===== config.mk =====
export PLATFORM = sky130hd
export DESIGN_NAME = interboard_receiver
export DESIGN_NICKNAME = d
export VERILOG_FILES = /design/src/rtl/interboard_receiver.sv
export SDC_FILE = /design/constraint.sdc
export NUM_CORES = 1
export LEC_CHECK = 0
export CORE_MARGIN = 1.5
export CORE_UTILIZATION = 55
export DETAILED_ROUTE_END_ITERATION = 10
export PLACE_DENSITY = 0.75
export SLEW_MARGIN = 20
export SYNTH_ARGS = -nofsm -noshare
export SYNTH_HDL_FRONTEND = slang
export SYNTH_SLANG_ARGS = --single-unit
export TNS_END_PERCENT = 10

===== constraint.sdc =====
create_clock -name clk -period 2.4 [get_ports clk]
set_clock_uncertainty 0.15 [all_clocks]
set_input_delay 0.48 -clock clk [delete_from_list [all_inputs] [get_ports clk]]
set_output_delay 0.48 -clock clk [all_outputs]
set_load 0.05 [all_outputs]

===== src/rtl/interboard_receiver.sv =====
// interboard_receiver
//   Receiving end of the 4-phase Request/Ack board-to-board link. It
//   synchronises Request_in and acknowledges each 6-bit beat. Two beats are
//   assembled into one {msg_type, number} message, which is delivered with a
//   single-cycle interboard_en strobe.
//
//   Frame: beat 0 = {msg_type[2:0], number[4:2]}
//          beat 1 = {number[1:0], 3'b000, p}   (p = even parity over message)
//
//   Optional feature: define INTERBOARD_PARITY_CHECK_EN to check p at delivery.
//   A frame with bad parity is then dropped and frame_err pulses instead.
//
// Ports
//   clk                 system clock
//   rst                 asynchronous active-low reset
//   Request_in          request from the peer board (asynchronous to clk)
//   inter_data_in[5:0]  beat payload, stable while Request_in is high
//   Ack_out             registered acknowledge to the peer
//   interboard_en       one-cycle strobe: new message on msg_type/number
//   interboard_msg_type received message type, held until the next strobe
//   interboard_number   received number, held until the next strobe
//   interboard_rst      one-cycle pulse with interboard_en for RST_MSG_TYPE
//   rx_busy             high whenever the receiver is not idle
//   frame_err           one-cycle pulse on timeout (or parity error)

module interboard_receiver #(
    parameter int unsigned SYNC_STAGES    = 2,
    parameter int unsigned TIMEOUT_CYCLES = 100000,
    parameter logic [2:0]  RST_MSG_TYPE   = 3'b000
) (
    input  logic       clk,
    input  logic       rst,
    input  logic       Request_in,
    input  logic [5:0] inter_data_in,
    output logic       Ack_out,
    output logic       interboard_en,
    output logic [2:0] interboard_msg_type,
    output logic [4:0] interboard_number,
    output logic       interboard_rst,
    output logic       rx_busy,
    output logic       frame_err
);

    localparam int unsigned CNT_W = (TIMEOUT_CYCLES > 1) ? $clog2(TIMEOUT_CYCLES) : 1;
    localparam logic [CNT_W-1:0] CNT_LAST = CNT_W'(TIMEOUT_CYCLES - 1);

    typedef enum logic [2:0] {
        IDLE,
        ACK0,
        WAIT1,
        ACK1,
        DELIVER
    } state_t;

    state_t                 state;
    logic [SYNC_STAGES-1:0] sync_q;
    logic                   req_s;
    logic [5:0]             beat0;
    logic [1:0]             num_lo;
    logic [CNT_W-1:0]       cnt;
    logic                   unused_bits;

    assign req_s   = sync_q[SYNC_STAGES-1];
    assign rx_busy = (state != IDLE);

`ifdef INTERBOARD_PARITY_CHECK_EN
    logic par;
    assign unused_bits = ^inter_data_in[3:1];
`else
    assign unused_bits = ^inter_data_in[3:0];
`endif

    always_ff @(posedge clk or negedge rst) begin
        if (!rst) begin
            sync_q              <= '0;
            state               <= IDLE;
            beat0               <= '0;
            num_lo              <= '0;
            cnt                 <= '0;
            Ack_out             <= 1'b0;
            interboard_en       <= 1'b0;
            interboard_rst      <= 1'b0;
            interboard_msg_type <= '0;
            interboard_number   <= '0;
            frame_err           <= 1'b0;
`ifdef INTERBOARD_PARITY_CHECK_EN
            par                 <= 1'b0;
`endif
        end else begin
            sync_q         <= {sync_q[SYNC_STAGES-2:0], Request_in};
            interboard_en  <= 1'b0;
            interboard_rst <= 1'b0;
            frame_err      <= 1'b0;

            case (state)
                IDLE: begin
                    if (req_s) begin
                        beat0   <= inter_data_in;
                        Ack_out <= 1'b1;
                        state   <= ACK0;
                    end
                end
                ACK0: begin
                    if (!req_s) begin
                        Ack_out <= 1'b0;
                        cnt     <= '0;
                        state   <= WAIT1;
                    end
                end
                WAIT1: begin
                    // A request seen on the expiry cycle still wins.
                    if (req_s) begin
                        num_lo  <= inter_data_in[5:4];
`ifdef INTERBOARD_PARITY_CHECK_EN
                        par     <= inter_data_in[0];
`endif
                        Ack_out <= 1'b1;
                        state   <= ACK1;
                    end else if (cnt == CNT_LAST) begin
                        frame_err <= 1'b1;
                        state     <= IDLE;
                    end else begin
                        cnt <= cnt + CNT_W'(1);
                    end
                end
                ACK1: begin
                    if (!req_s) begin
                        Ack_out <= 1'b0;
                        state   <= DELIVER;
                    end
                end
                DELIVER: begin
`ifdef INTERBOARD_PARITY_CHECK_EN
                    if ((^{beat0, num_lo}) != par) begin
                        frame_err <= 1'b1;
                    end else begin
                        interboard_msg_type <= beat0[5:3];
                        interboard_number   <= {beat0[2:0], num_lo};
                        interboard_en       <= 1'b1;
                        interboard_rst      <= (beat0[5:3] == RST_MSG_TYPE);
                    end
`else
                    interboard_msg_type <= beat0[5:3];
                    interboard_number   <= {beat0[2:0], num_lo};
                    interboard_en       <= 1'b1;
                    interboard_rst      <= (beat0[5:3] == RST_MSG_TYPE);
`endif
                    state <= IDLE;
                end
                default: state <= IDLE;
            endcase
        end
    end

endmodule


==> results of run 1 <==
cells by family (layout without fill, tap and decap cells):
group | Yosys count | after routing | share of synthesized area (%)
fa+ha+maj | 1 | 1 | 0.6417
buf+inv | 6 | 35 | 2.118
mux | 16 | 16 | 9.242
simple gates | 61 | 61 | 18.10
compound gates | 41 | 41 | 15.98
flops | 42 | 42 | 53.92
cell usage after synthesis, drive strengths merged (2+ instances only):
| library cell | number |
|---|---|
| o311ai | 3 |
| and2b | 2 |
| nor3b | 2 |
| nor2 | 10 |
| dfrtp | 42 |
| nor3 | 5 |
| and3 | 3 |
| buf | 5 |
| a31oi | 2 |
| mux2 | 16 |
| nand2b | 3 |
| nand3 | 8 |
| a21oi | 6 |
| nand4 | 5 |
| or3 | 2 |
| and4bb | 2 |
| and4 | 2 |
| o21ai | 16 |
| o31ai | 3 |
| nand2 | 15 |
| a21o | 4 |
layout make-up:
| type | count | area, um2 | area share [%] |
|---|---|---|---|
| inverters | 1 | 3.754 | 0.1631 |
| repair buffers | 27 | 250.2 | 10.88 |
| flip-flops and latches | 42 | 1051 | 45.68 |
| clock inverters | 1 | 30.03 | 1.305 |
| multi-input cells | 119 | 857.1 | 37.25 |
| well taps | 46 | 57.56 | 2.501 |
| clock buffers | 6 | 51.30 | 2.229 |
worst max path at each step:
stage / from / endpoint / slack (ps) / depth (start not counted)
6_report: state[2]$_DFFE_PN0P_ / rx_busy / 210 / 2
5_1_grt: state[2]$_DFFE_PN0P_ / rx_busy / 150 / 2
4_1_cts: state[2]$_DFFE_PN0P_ / rx_busy / 230 / 2
3_5_place_dp: cnt[8]$_DFFE_PN0P_ / cnt[11]$_DFFE_PN0P_ / 430 / 5
3_3_place_gp: cnt[8]$_DFFE_PN0P_ / cnt[11]$_DFFE_PN0P_ / 480 / 5
2_1_floorplan: cnt[0]$_DFFE_PN0P_ / cnt[14]$_DFFE_PN0P_ / 650 / 7
power by group:
group	leakage [nW]	switching (mW)	total (mW)	internal, mW
combinational	0.408	0.438	0.734	0.295
sequential	0.543	0.111	0.976	0.865
clock	0.0443	0.220	0.463	0.242
total	0.995	0.769	2.17	1.40
per-stage QoR:
| step | total power, mW | instances |
|---|---|---|
| 6_report | 2.172 | 242 |
| 5_1_grt | 2.279 | 242 |
| 4_1_cts | 2.182 | 242 |
| 3_5_place_dp | 1.724 | 234 |
| 3_3_place_gp | 1.694 | 234 |
| 2_1_floorplan | 1.475 | 167 |
layer usage:
metal	track usage, %	part of all wire [%]	wire length, um
met5	0	0	0
met2	39.11	51	2032
met3	7.027	6.2	249
met4	6.944	1.3	51
met1	26.72	41	1652
flip-flops by register name, indices dropped and copies added, names as in the netlist:
| name | count |
|---|---|
| cnt | 17 |
| beat0 | 6 |
| interboard_number | 5 |
| interboard_msg_type | 3 |
| state | 3 |
| num_lo | 2 |
| sync_q | 2 |
| Ack_out | 1 |
| frame_err | 1 |
| interboard_en | 1 |
| interboard_rst | 1 |
worst register-to-register path: cells and delay by family, from the launching register on:
family | cells | cell delay [ps]
DFF | 1 | 470
AOI/OAI and AO/OA | 3 | 720
and+or+nand+nor | 2 | 560
cell usage in the layout, fill, tap and decap left out, types with 2 or more instances in the layout:
master | netlist | final
sky130_fd_sc_hd__dfrtp_1 | 42 | 42
sky130_fd_sc_hd__mux2_2 | 16 | 16
sky130_fd_sc_hd__nand2b_1 | 2 | 2
sky130_fd_sc_hd__clkbuf_4 | 0 | 5
sky130_fd_sc_hd__and3_1 | 2 | 2
sky130_fd_sc_hd__clkdlybuf4s50_1 | 0 | 19
sky130_fd_sc_hd__nand3_1 | 8 | 8
sky130_fd_sc_hd__o21ai_0 | 15 | 15
sky130_fd_sc_hd__a21o_1 | 4 | 4
sky130_fd_sc_hd__nand4_1 | 5 | 5
sky130_fd_sc_hd__o31ai_1 | 3 | 3
sky130_fd_sc_hd__and4bb_1 | 2 | 2
sky130_fd_sc_hd__nor3_1 | 5 | 5
sky130_fd_sc_hd__a21oi_1 | 5 | 5
sky130_fd_sc_hd__nor2_1 | 10 | 10
sky130_fd_sc_hd__nand2_1 | 15 | 15
sky130_fd_sc_hd__o311ai_2 | 3 | 3
sky130_fd_sc_hd__a31oi_1 | 2 | 2
sky130_fd_sc_hd__buf_4 | 0 | 6
timing repair:
action                                  4_1_cts  5_1_grt
endpoints found under the setup margin        0        0
endpoints found under the hold margin        26        0
hold buffers                                  1        0
==> summary.txt, run 1 <==
STA
  • Tightest slew margin relative to the limit: 60.15%
  • Slew Limit Fails: 0
  • Worst-margin pin slew: 597.7 ps
  • Final worst path period need: 2186 ps
  • FMAX: 0.4576 GHz
  • Worst setup margin: 214.5 ps
  • # setup viols final: 0
  • Hold_ws: 233.2 ps
  • Portion of the clock cycle consumed by the worst path in the final layout: 91.06%
  • TNS Setup: 0 ps
  • Hold violation count in the final report: 0
  • Setup repair after global routing missed its margin: no

Critical path
  • Combined buffer and inverter count along the critical path: 1
  • Largest incremental delay on the critical path: 500 ps
  • Ordered list of cells on the worst path: or3_2 -> buf_4
  • Data arrival time of the critical path: 1560 ps
  • Start of the worst register-to-register path: cnt[8]$_DFFE_PN0P_
  • Register-to-Register Setup Slack: 390 ps
  • Capturing point of the worst reg2reg path: cnt[11]$_DFFE_PN0P_
  • Category of cells accounting for the largest share of critical-path delay: flip-flops
  • Worst setup EP type: primary output
  • Setup Crit Path Kind: reg -> out
  • Crit start category: flop
  • Worst-case reg-to-reg path depth: 5
  • Required arrival time at the worst endpoint: 1770 ps
  • Cell with the largest stage delay on the worst path: sky130_fd_sc_hd__dfrtp_1
  • Maximum fanout along the worst path: 9

Clock network
  • Total number of H-tree levels: 2
  • Post-CTS sizing: 0
  • Number of buffers inserted during clock tree synthesis: 5
  • Clock slew seen by the registers of the worst setup and hold paths: 120 ps
  • CTS Root Cell: sky130_fd_sc_hd__clkbuf_4
  • Source-to-sink clock delay at the later pin of the worst-skew pair: 350 ps
  • Post-CTS Repair Setup Buffers: 0
  • Clk sink count: 42
  • Clock tree from TritonCTS: built
  • Maximum count of clock buffers along a single path: 2

Logic synthesis
  • Most used flip-flop cell after synthesis: sky130_fd_sc_hd__dfrtp_1
  • Number of flip-flops and latches in the synthesized netlist: 42
  • Syn Inst Count: 167
  • Post-synthesis async set-or-reset flop share: 100.0%
  • Total of warnings raised by yosys: 0
  • Count of flip-flops with a built-in enable after synthesis: 0
  • Syn Nets: 177
  • Cell taking the most area after synthesis: sky130_fd_sc_hd__dfrtp_1
  • Per-instance average area after synthesis: 11.67 um2
  • Area share of the largest cell type after synthesis: 53.92%
  • Sequential area share after synthesis: 53.92%
  • Dominant cells by area after synthesis: sky130_fd_sc_hd__dfrtp_1 54%, sky130_fd_sc_hd__mux2_2 9.2%, sky130_fd_sc_hd__o21ai_0 3.9%
  • Number of distinct library cell variants in the gate-level netlist after synthesis: 41
  • Cell Area, Synth: 0.001949 mm2

Layout
  • Number of nets in the layout: 206
  • Antenna diode count: 0
  • Core occupancy in the finished layout: 68.42%
  • Area growth, synth to finish: 18.04%
  • Fraction of final layout cells with drive strength greater than 1: 22.96%
  • Final design instance area without fill: 0.002301 mm2
  • Layout filler cell count: 262

Placed design
  • Hpwl dp: 2830 um
  • Count of port buffers added during placement: 21
  • Placed cell area: 0.002210 mm2
  • Post-place setup slack: 427.5 ps
  • Final weighted congestion of routability-driven global placement: 0.8580

GRT
  • Total gr overflow: 0
  • Pin count of the biggest net entering global routing: 29
  • Overall fraction of global-route tracks in use: 22.50%
  • Vias in the first global route: 1,466
  • First-pass GRT wire length: 6810 um
  • Number of antenna violations at the first check in global routing: 0

Route
  • Detailed-route via count: 1,466
  • Post-detailed-route wirelength per cell: 16.47 um
  • Length of the first detailed-routing pass in iterations: 4
  • Total wire length after detailed routing: 3986 um
  • Number of vias per cell: 6.058
  • DRC violation count after routing: 0
  • DR iter-0 viols: 171
  • DRT antenna net count: 0

Hold path
  • Type of the most critical hold path: reg -> reg
  • Instance count along the most critical hold path: 0
  • End of the worst hold path: sync_q[1]$_DFF_PN0_
  • Launch instance of the worst min-delay path: sync_q[0]$_DFF_PN0_

Power and ir drop
  • Worst IR drop on VDD: 0.0007257 V
  • Static power due to leakage: 0.9955 nW
  • Power density relative to cell area: 944.0 mW/mm2

Floorplanning
  • Horizontal die dimension: 62.54 um
  • Die footprint: 0.003911 mm2
  • Std-Cell Rows: 21
  • Top-Level Pins: 22
  • Core area: 0.003363 mm2
  • Starting utilization of the core area: 57.96%
  • Overall die height: 62.54 um

Run status
  • Result of the run: completed

Run
  • Count of max-cap constraint violations: 0
(Power assumes the default switching activity.)
==> run 2: changes to the inputs <==
RECOVER_POWER = 100   (was default)
==> summary.txt, run 2 (synthesis results as in run 1) <==
STA
  • Worst-margin pin slew: 1418 ps
  • Final worst path period need: 2229 ps
  • Setup repair after global routing missed its margin: no
  • Worst setup margin: 170.9 ps
  • Hold violation count in the final report: 0
  • TNS Setup: 0 ps
  • Hold_ws: 234.7 ps
  • Tightest slew margin relative to the limit: 5.473%
  • FMAX: 0.4486 GHz
  • Portion of the clock cycle consumed by the worst path in the final layout: 92.88%
  • Slew Limit Fails: 0
  • # setup viols final: 0

Route
  • Total wire length after detailed routing: 3984 um
  • DRT antenna net count: 0
  • DR iter-0 viols: 143
  • Post-detailed-route wirelength per cell: 16.46 um
  • Number of vias per cell: 6.033
  • Detailed-route via count: 1,460
  • DRC violation count after routing: 0
  • Length of the first detailed-routing pass in iterations: 4

Critical path
  • Cell with the largest stage delay on the worst path: sky130_fd_sc_hd__dlygate4sd3_1
  • Required arrival time at the worst endpoint: 1770 ps
  • Maximum fanout along the worst path: 2
  • Combined buffer and inverter count along the critical path: 1
  • Capturing point of the worst reg2reg path: cnt[13]$_DFFE_PN0P_
  • Worst-case reg-to-reg path depth: 7
  • Start of the worst register-to-register path: cnt[0]$_DFFE_PN0P_
  • Worst setup EP type: primary output
  • Category of cells accounting for the largest share of critical-path delay: buffers and inverters
  • Crit start category: flop
  • Largest incremental delay on the critical path: 880 ps
  • Data arrival time of the critical path: 1600 ps
  • Register-to-Register Setup Slack: 400 ps
  • Ordered list of cells on the worst path: dlygate4sd3_1
  • Setup Crit Path Kind: reg -> out

GRT
  • Number of antenna violations at the first check in global routing: 0
  • Overall fraction of global-route tracks in use: 22.50%
  • Vias in the first global route: 1,466
  • Total gr overflow: 0
  • First-pass GRT wire length: 6810 um
  • Pin count of the biggest net entering global routing: 29

Clock network
  • Clock slew seen by the registers of the worst setup and hold paths: 110 ps
  • Number of buffers inserted during clock tree synthesis: 5
  • Maximum count of clock buffers along a single path: 2
  • Source-to-sink clock delay at the later pin of the worst-skew pair: 350 ps
  • CTS Root Cell: sky130_fd_sc_hd__clkbuf_4
  • Clk sink count: 42
  • Total number of H-tree levels: 2
  • Clock tree from TritonCTS: built

Layout
  • Number of nets in the layout: 206
  • Area growth, synth to finish: 16.11%
  • Most common cell after layout, fill and taps aside: sky130_fd_sc_hd__dfrtp_1
  • Antenna diode count: 0
  • Most used cells in the layout excluding fill and tap cells: 42 x sky130_fd_sc_hd__dfrtp_1, 16 x sky130_fd_sc_hd__mux2_2, 16 x sky130_fd_sc_hd__o21ai_0
  • Largest registers: cnt: 17 flops, beat0: 6 flops, interboard_number: 5 flops
  • Fraction of final layout cells with drive strength greater than 1: 19.39%
  • Core occupancy in the finished layout: 67.30%
  • Layout filler cell count: 271
  • Flip-flop count of the largest register, all copies and words added: 17
  • Final design instance area without fill: 0.002263 mm2
  • Reg with most FFs: cnt

Run
  • Count of max-cap constraint violations: 0

Power and ir drop
  • Power dissipated by switching net loads: 0.7589 mW
  • Cell internal power dissipation: 1.374 mW
  • Worst IR drop on VDD: 0.0007142 V
  • Proportion of power drawn by the clock network: 21.6%
  • Share of power burned in registers: 45.5%
  • Switching portion of total power: 35.59%
  • Power density relative to cell area: 942.2 mW/mm2
  • Combinational power share: 32.9%
  • Static power due to leakage: 0.9950 nW

Placed design
  • Placed cell area: 0.002210 mm2
  • Hpwl dp: 2830 um
  • Count of port buffers added during placement: 21
  • Final weighted congestion of routability-driven global placement: 0.8580
  • Post-place setup slack: 427.5 ps

Hold path
  • Launch instance of the worst min-delay path: sync_q[0]$_DFF_PN0_
  • Type of the most critical hold path: reg -> reg
  • End of the worst hold path: sync_q[1]$_DFF_PN0_
  • Instance count along the most critical hold path: 0

Floorplanning
  • Std-Cell Rows: 21
  • Horizontal die dimension: 62.54 um
  • Core area: 0.003363 mm2
  • Overall die height: 62.54 um
  • Top-Level Pins: 22
  • Die footprint: 0.003911 mm2
  • Starting utilization of the core area: 57.96%

Run status
  • Result of the run: completed
## run 2: changes by cell type in the layout (fill, tap and decap cells not counted)
cell	delta
sky130_fd_sc_hd__buf_2	-1
sky130_fd_sc_hd__o21ai_2	-1
sky130_fd_sc_hd__dlygate4sd3_1	+13
sky130_fd_sc_hd__clkdlybuf4s50_1	-13
sky130_fd_sc_hd__clkbuf_1	+3
sky130_fd_sc_hd__o21ai_0	+1
sky130_fd_sc_hd__o311ai_2	-3
sky130_fd_sc_hd__o311ai_0	+3
sky130_fd_sc_hd__buf_4	-3
sky130_fd_sc_hd__clkbuf_2	+1
## run 2: stage by stage
stage	total power [mW]	instances
final	2.133	242
after detailed placement	1.724	234
after global routing	2.245	242
after global placement	1.694	234
after CTS	2.182	242
after floorplan	1.475	167
## run 2: how the worst max path moves through the flow
stage                                           from              endpoint  slack [ps]  depth (start not counted)
floorplan                         cnt[0]$_DFFE_PN0P_   cnt[14]$_DFFE_PN0P_         650                          7
global placement                  cnt[8]$_DFFE_PN0P_   cnt[11]$_DFFE_PN0P_         480                          5
detailed placement                cnt[8]$_DFFE_PN0P_   cnt[11]$_DFFE_PN0P_         430                          5
CTS                             state[2]$_DFFE_PN0P_               rx_busy         230                          2
global route        interboard_number[1]$_DFFE_PN0P_  interboard_number[1]          90                          1
finish              interboard_number[1]$_DFFE_PN0P_  interboard_number[1]         170                          1
## run 2: area by class of cell
| type | count | area [um2] | share of cell area [%] |
|---|---|---|---|
| Multi-Input combinational cell | 119 | 830.8 | 36.71 |
| Timing Repair Buffer | 27 | 239.0 | 10.56 |
| Tap cell | 46 | 57.56 | 2.543 |
| Sequential cell | 42 | 1051 | 46.43 |
| Inverter | 1 | 3.754 | 0.1658 |
| Clock inverter | 1 | 30.03 | 1.327 |
| Clock buffer | 6 | 51.30 | 2.266 |
## run 2: power by group through the flow
stage	registers, mW	logic (mW)	clock network, mW
after floorplan	1.21	0.268	0
after global placement	0.975	0.720	0
after detailed placement	0.988	0.736	0
after CTS	0.975	0.741	0.466
after global routing	0.993	0.745	0.507
final	0.971	0.702	0.460
## run 2: what timing repair did
item / in CTS / in global routing
hold buffers: 1 / 0
hold endpoints to repair: 26 / 0
resized for setup: 0 / 0
setup buffers: 0 / 0
## run 2: layer usage
layer / track usage (%) / vias up / wire length (um)
met5: 0 / - / 0
met4: 6.944 / 0 / 33
met2: 39.11 / 62 / 2059
met3: 7.027 / 4 / 271
li1: - / 680 / -
met1: 26.72 / 714 / 1620
==> run 3: changes to the inputs <==
CORE_MARGIN = default   (was 1.5)
==> summary.txt, run 3 (synthesis results as in run 1) <==
Clock network
  • Total number of H-tree levels: 2
  • Number of buffers inserted during clock tree synthesis: 5
  • Hold Buf Count CTS: 0
  • Clock slew seen by the registers of the worst setup and hold paths: 130 ps
  • Clk sink count: 42
  • Maximum count of clock buffers along a single path: 2
  • CTS Root Cell: sky130_fd_sc_hd__clkbuf_4
  • Post-CTS sizing: 0
  • Clock tree from TritonCTS: built
  • Source-to-sink clock delay at the later pin of the worst-skew pair: 360 ps
  • Post-CTS Repair Setup Buffers: 0

Run
  • Count of max-cap constraint violations: 0

Critical path
  • Setup Crit Path Kind: reg -> out
  • Worst setup EP type: primary output
  • Category of cells accounting for the largest share of critical-path delay: buffers and inverters
  • Largest incremental delay on the critical path: 880 ps
  • Combined buffer and inverter count along the critical path: 1
  • Required arrival time at the worst endpoint: 1770 ps
  • Data arrival time of the critical path: 1620 ps
  • Crit start category: flop
  • Maximum fanout along the worst path: 3
  • Ordered list of cells on the worst path: dlygate4sd3_1
  • Cell with the largest stage delay on the worst path: sky130_fd_sc_hd__dlygate4sd3_1

Run status
  • Result of the run: completed

Route
  • DRC violation count after routing: 0
  • Number of vias per cell: 5.929
  • Post-detailed-route wirelength per cell: 15.93 um
  • Detailed-route via count: 1,429
  • DR iter-0 viols: 92
  • Total wire length after detailed routing: 3839 um
  • Length of the first detailed-routing pass in iterations: 4
  • DRT antenna net count: 0

GRT
  • Total gr overflow: 0
  • First-pass GRT wire length: 6375 um
  • Number of antenna violations at the first check in global routing: 0
  • Overall fraction of global-route tracks in use: 23.93%
  • Pin count of the biggest net entering global routing: 43
  • Vias in the first global route: 1,383

STA
  • Worst-margin pin slew: 987.2 ps
  • # setup viols final: 0
  • Tightest slew margin relative to the limit: 34.19%
  • Hold_ws: 190.0 ps
  • TNS Setup: 0 ps
  • Slew Limit Fails: 0
  • Hold violation count in the final report: 0
  • FMAX: 0.4453 GHz
  • Worst setup margin: 154.5 ps
  • Setup repair after global routing missed its margin: no
  • Final worst path period need: 2245 ps
  • Portion of the clock cycle consumed by the worst path in the final layout: 93.56%

Placed design
  • Post-place setup slack: 432.6 ps
  • Placed cell area: 0.002202 mm2
  • Final weighted congestion of routability-driven global placement: 0.8919
  • Count of port buffers added during placement: 21
  • Hpwl dp: 2651 um

Floorplanning
  • Die footprint: 0.003787 mm2
  • Horizontal die dimension: 61.54 um
  • Starting utilization of the core area: 57.96%
  • Overall die height: 61.54 um
  • Top-Level Pins: 22
  • Std-Cell Rows: 21
  • Core area: 0.003363 mm2

Layout
  • Reg with most FFs: cnt
  • Most common cell after layout, fill and taps aside: sky130_fd_sc_hd__dfrtp_1
  • Final design instance area without fill: 0.002226 mm2
  • Antenna diode count: 0
  • FF/Latch Area: 0.001051 mm2
  • Fraction of final layout cells with drive strength greater than 1: 17.95%
  • Number of nets in the layout: 204
  • Most used cells in the layout excluding fill and tap cells: 42 x sky130_fd_sc_hd__dfrtp_1, 16 x sky130_fd_sc_hd__o21ai_0, 15 x sky130_fd_sc_hd__nand2_1
  • Layout filler cell count: 299
  • Area growth, synth to finish: 14.18%
  • Area of the multi-input gates: 810.8 um2
  • Flip-flop count of the largest register, all copies and words added: 17
  • Largest registers: cnt: 17 flops, beat0: 6 flops, interboard_number: 5 flops

Power and ir drop
  • Power after layout: 2.105 mW
  • Power density relative to cell area: 945.7 mW/mm2
  • Worst IR drop on VDD: 0.0007979 V
  • Static power due to leakage: 0.9824 nW

Hold path
  • Type of the most critical hold path: in -> async
==> run 3: path summary, 6_finish.rpt <==
| check | end | start | cells past startpoint | slack, ps |
|---|---|---|---|---|
| worst max-delay path | Ack_out | Ack_out$_DFFE_PN0P_ | 1 | 150 |
| max in group asynchronous | interboard_rst$_DFF_PN0_ | rst | 2 | 1300 |
| worst max register to register | cnt[8]$_DFFE_PN0P_ | cnt[1]$_DFFE_PN0P_ | 7 | 220 |
| worst min register to register | sync_q[1]$_DFF_PN0_ | sync_q[0]$_DFF_PN0_ | 0 | 220 |
| min in group clk | sync_q[1]$_DFF_PN0_ | sync_q[0]$_DFF_PN0_ | 0 | 220 |
| worst min-delay path | frame_err$_DFF_PN0_ | rst | 2 | 190 |
==> run 3: cell type report <==
class                   instances  share of cell area [%]
repair buffers                 25                   10.06
multi-input cells             119                   36.43
flip-flops and latches         42                   47.22
clock inverters                 2                   1.686
well taps                      46                   2.586
inverters                       1                  0.1686
clock buffers                   6                   1.855
==> run 3: power breakdown <==
| part | switching [mW] | total [mW] | internal [mW] |
|---|---|---|---|
| Combinational | 0.432 | 0.690 | 0.258 |
| Clock | 0.229 | 0.449 | 0.220 |
| Sequential | 0.102 | 0.966 | 0.864 |
| Total | 0.764 | 2.10 | 1.34 |
==> run 3: per-layer routing <==
metal	wire length (um)	GRT usage [%]	up-vias	share of wire (%)
met5	0	0	-	0
met4	126	12.38	0	3.3
met3	166	7.563	12	4.3
met2	1888	37.79	31	49
met1	1657	29.53	709	43
li1	-	-	677	-
==> run 3: per-stage QoR <==
stage          utilization [%]  std cells
2_1_floorplan                -        167
3_3_place_gp             65.48        233
3_5_place_dp             65.48        233
4_1_cts                  67.82        241
5_1_grt                  66.18        241
6_report                 66.18        241
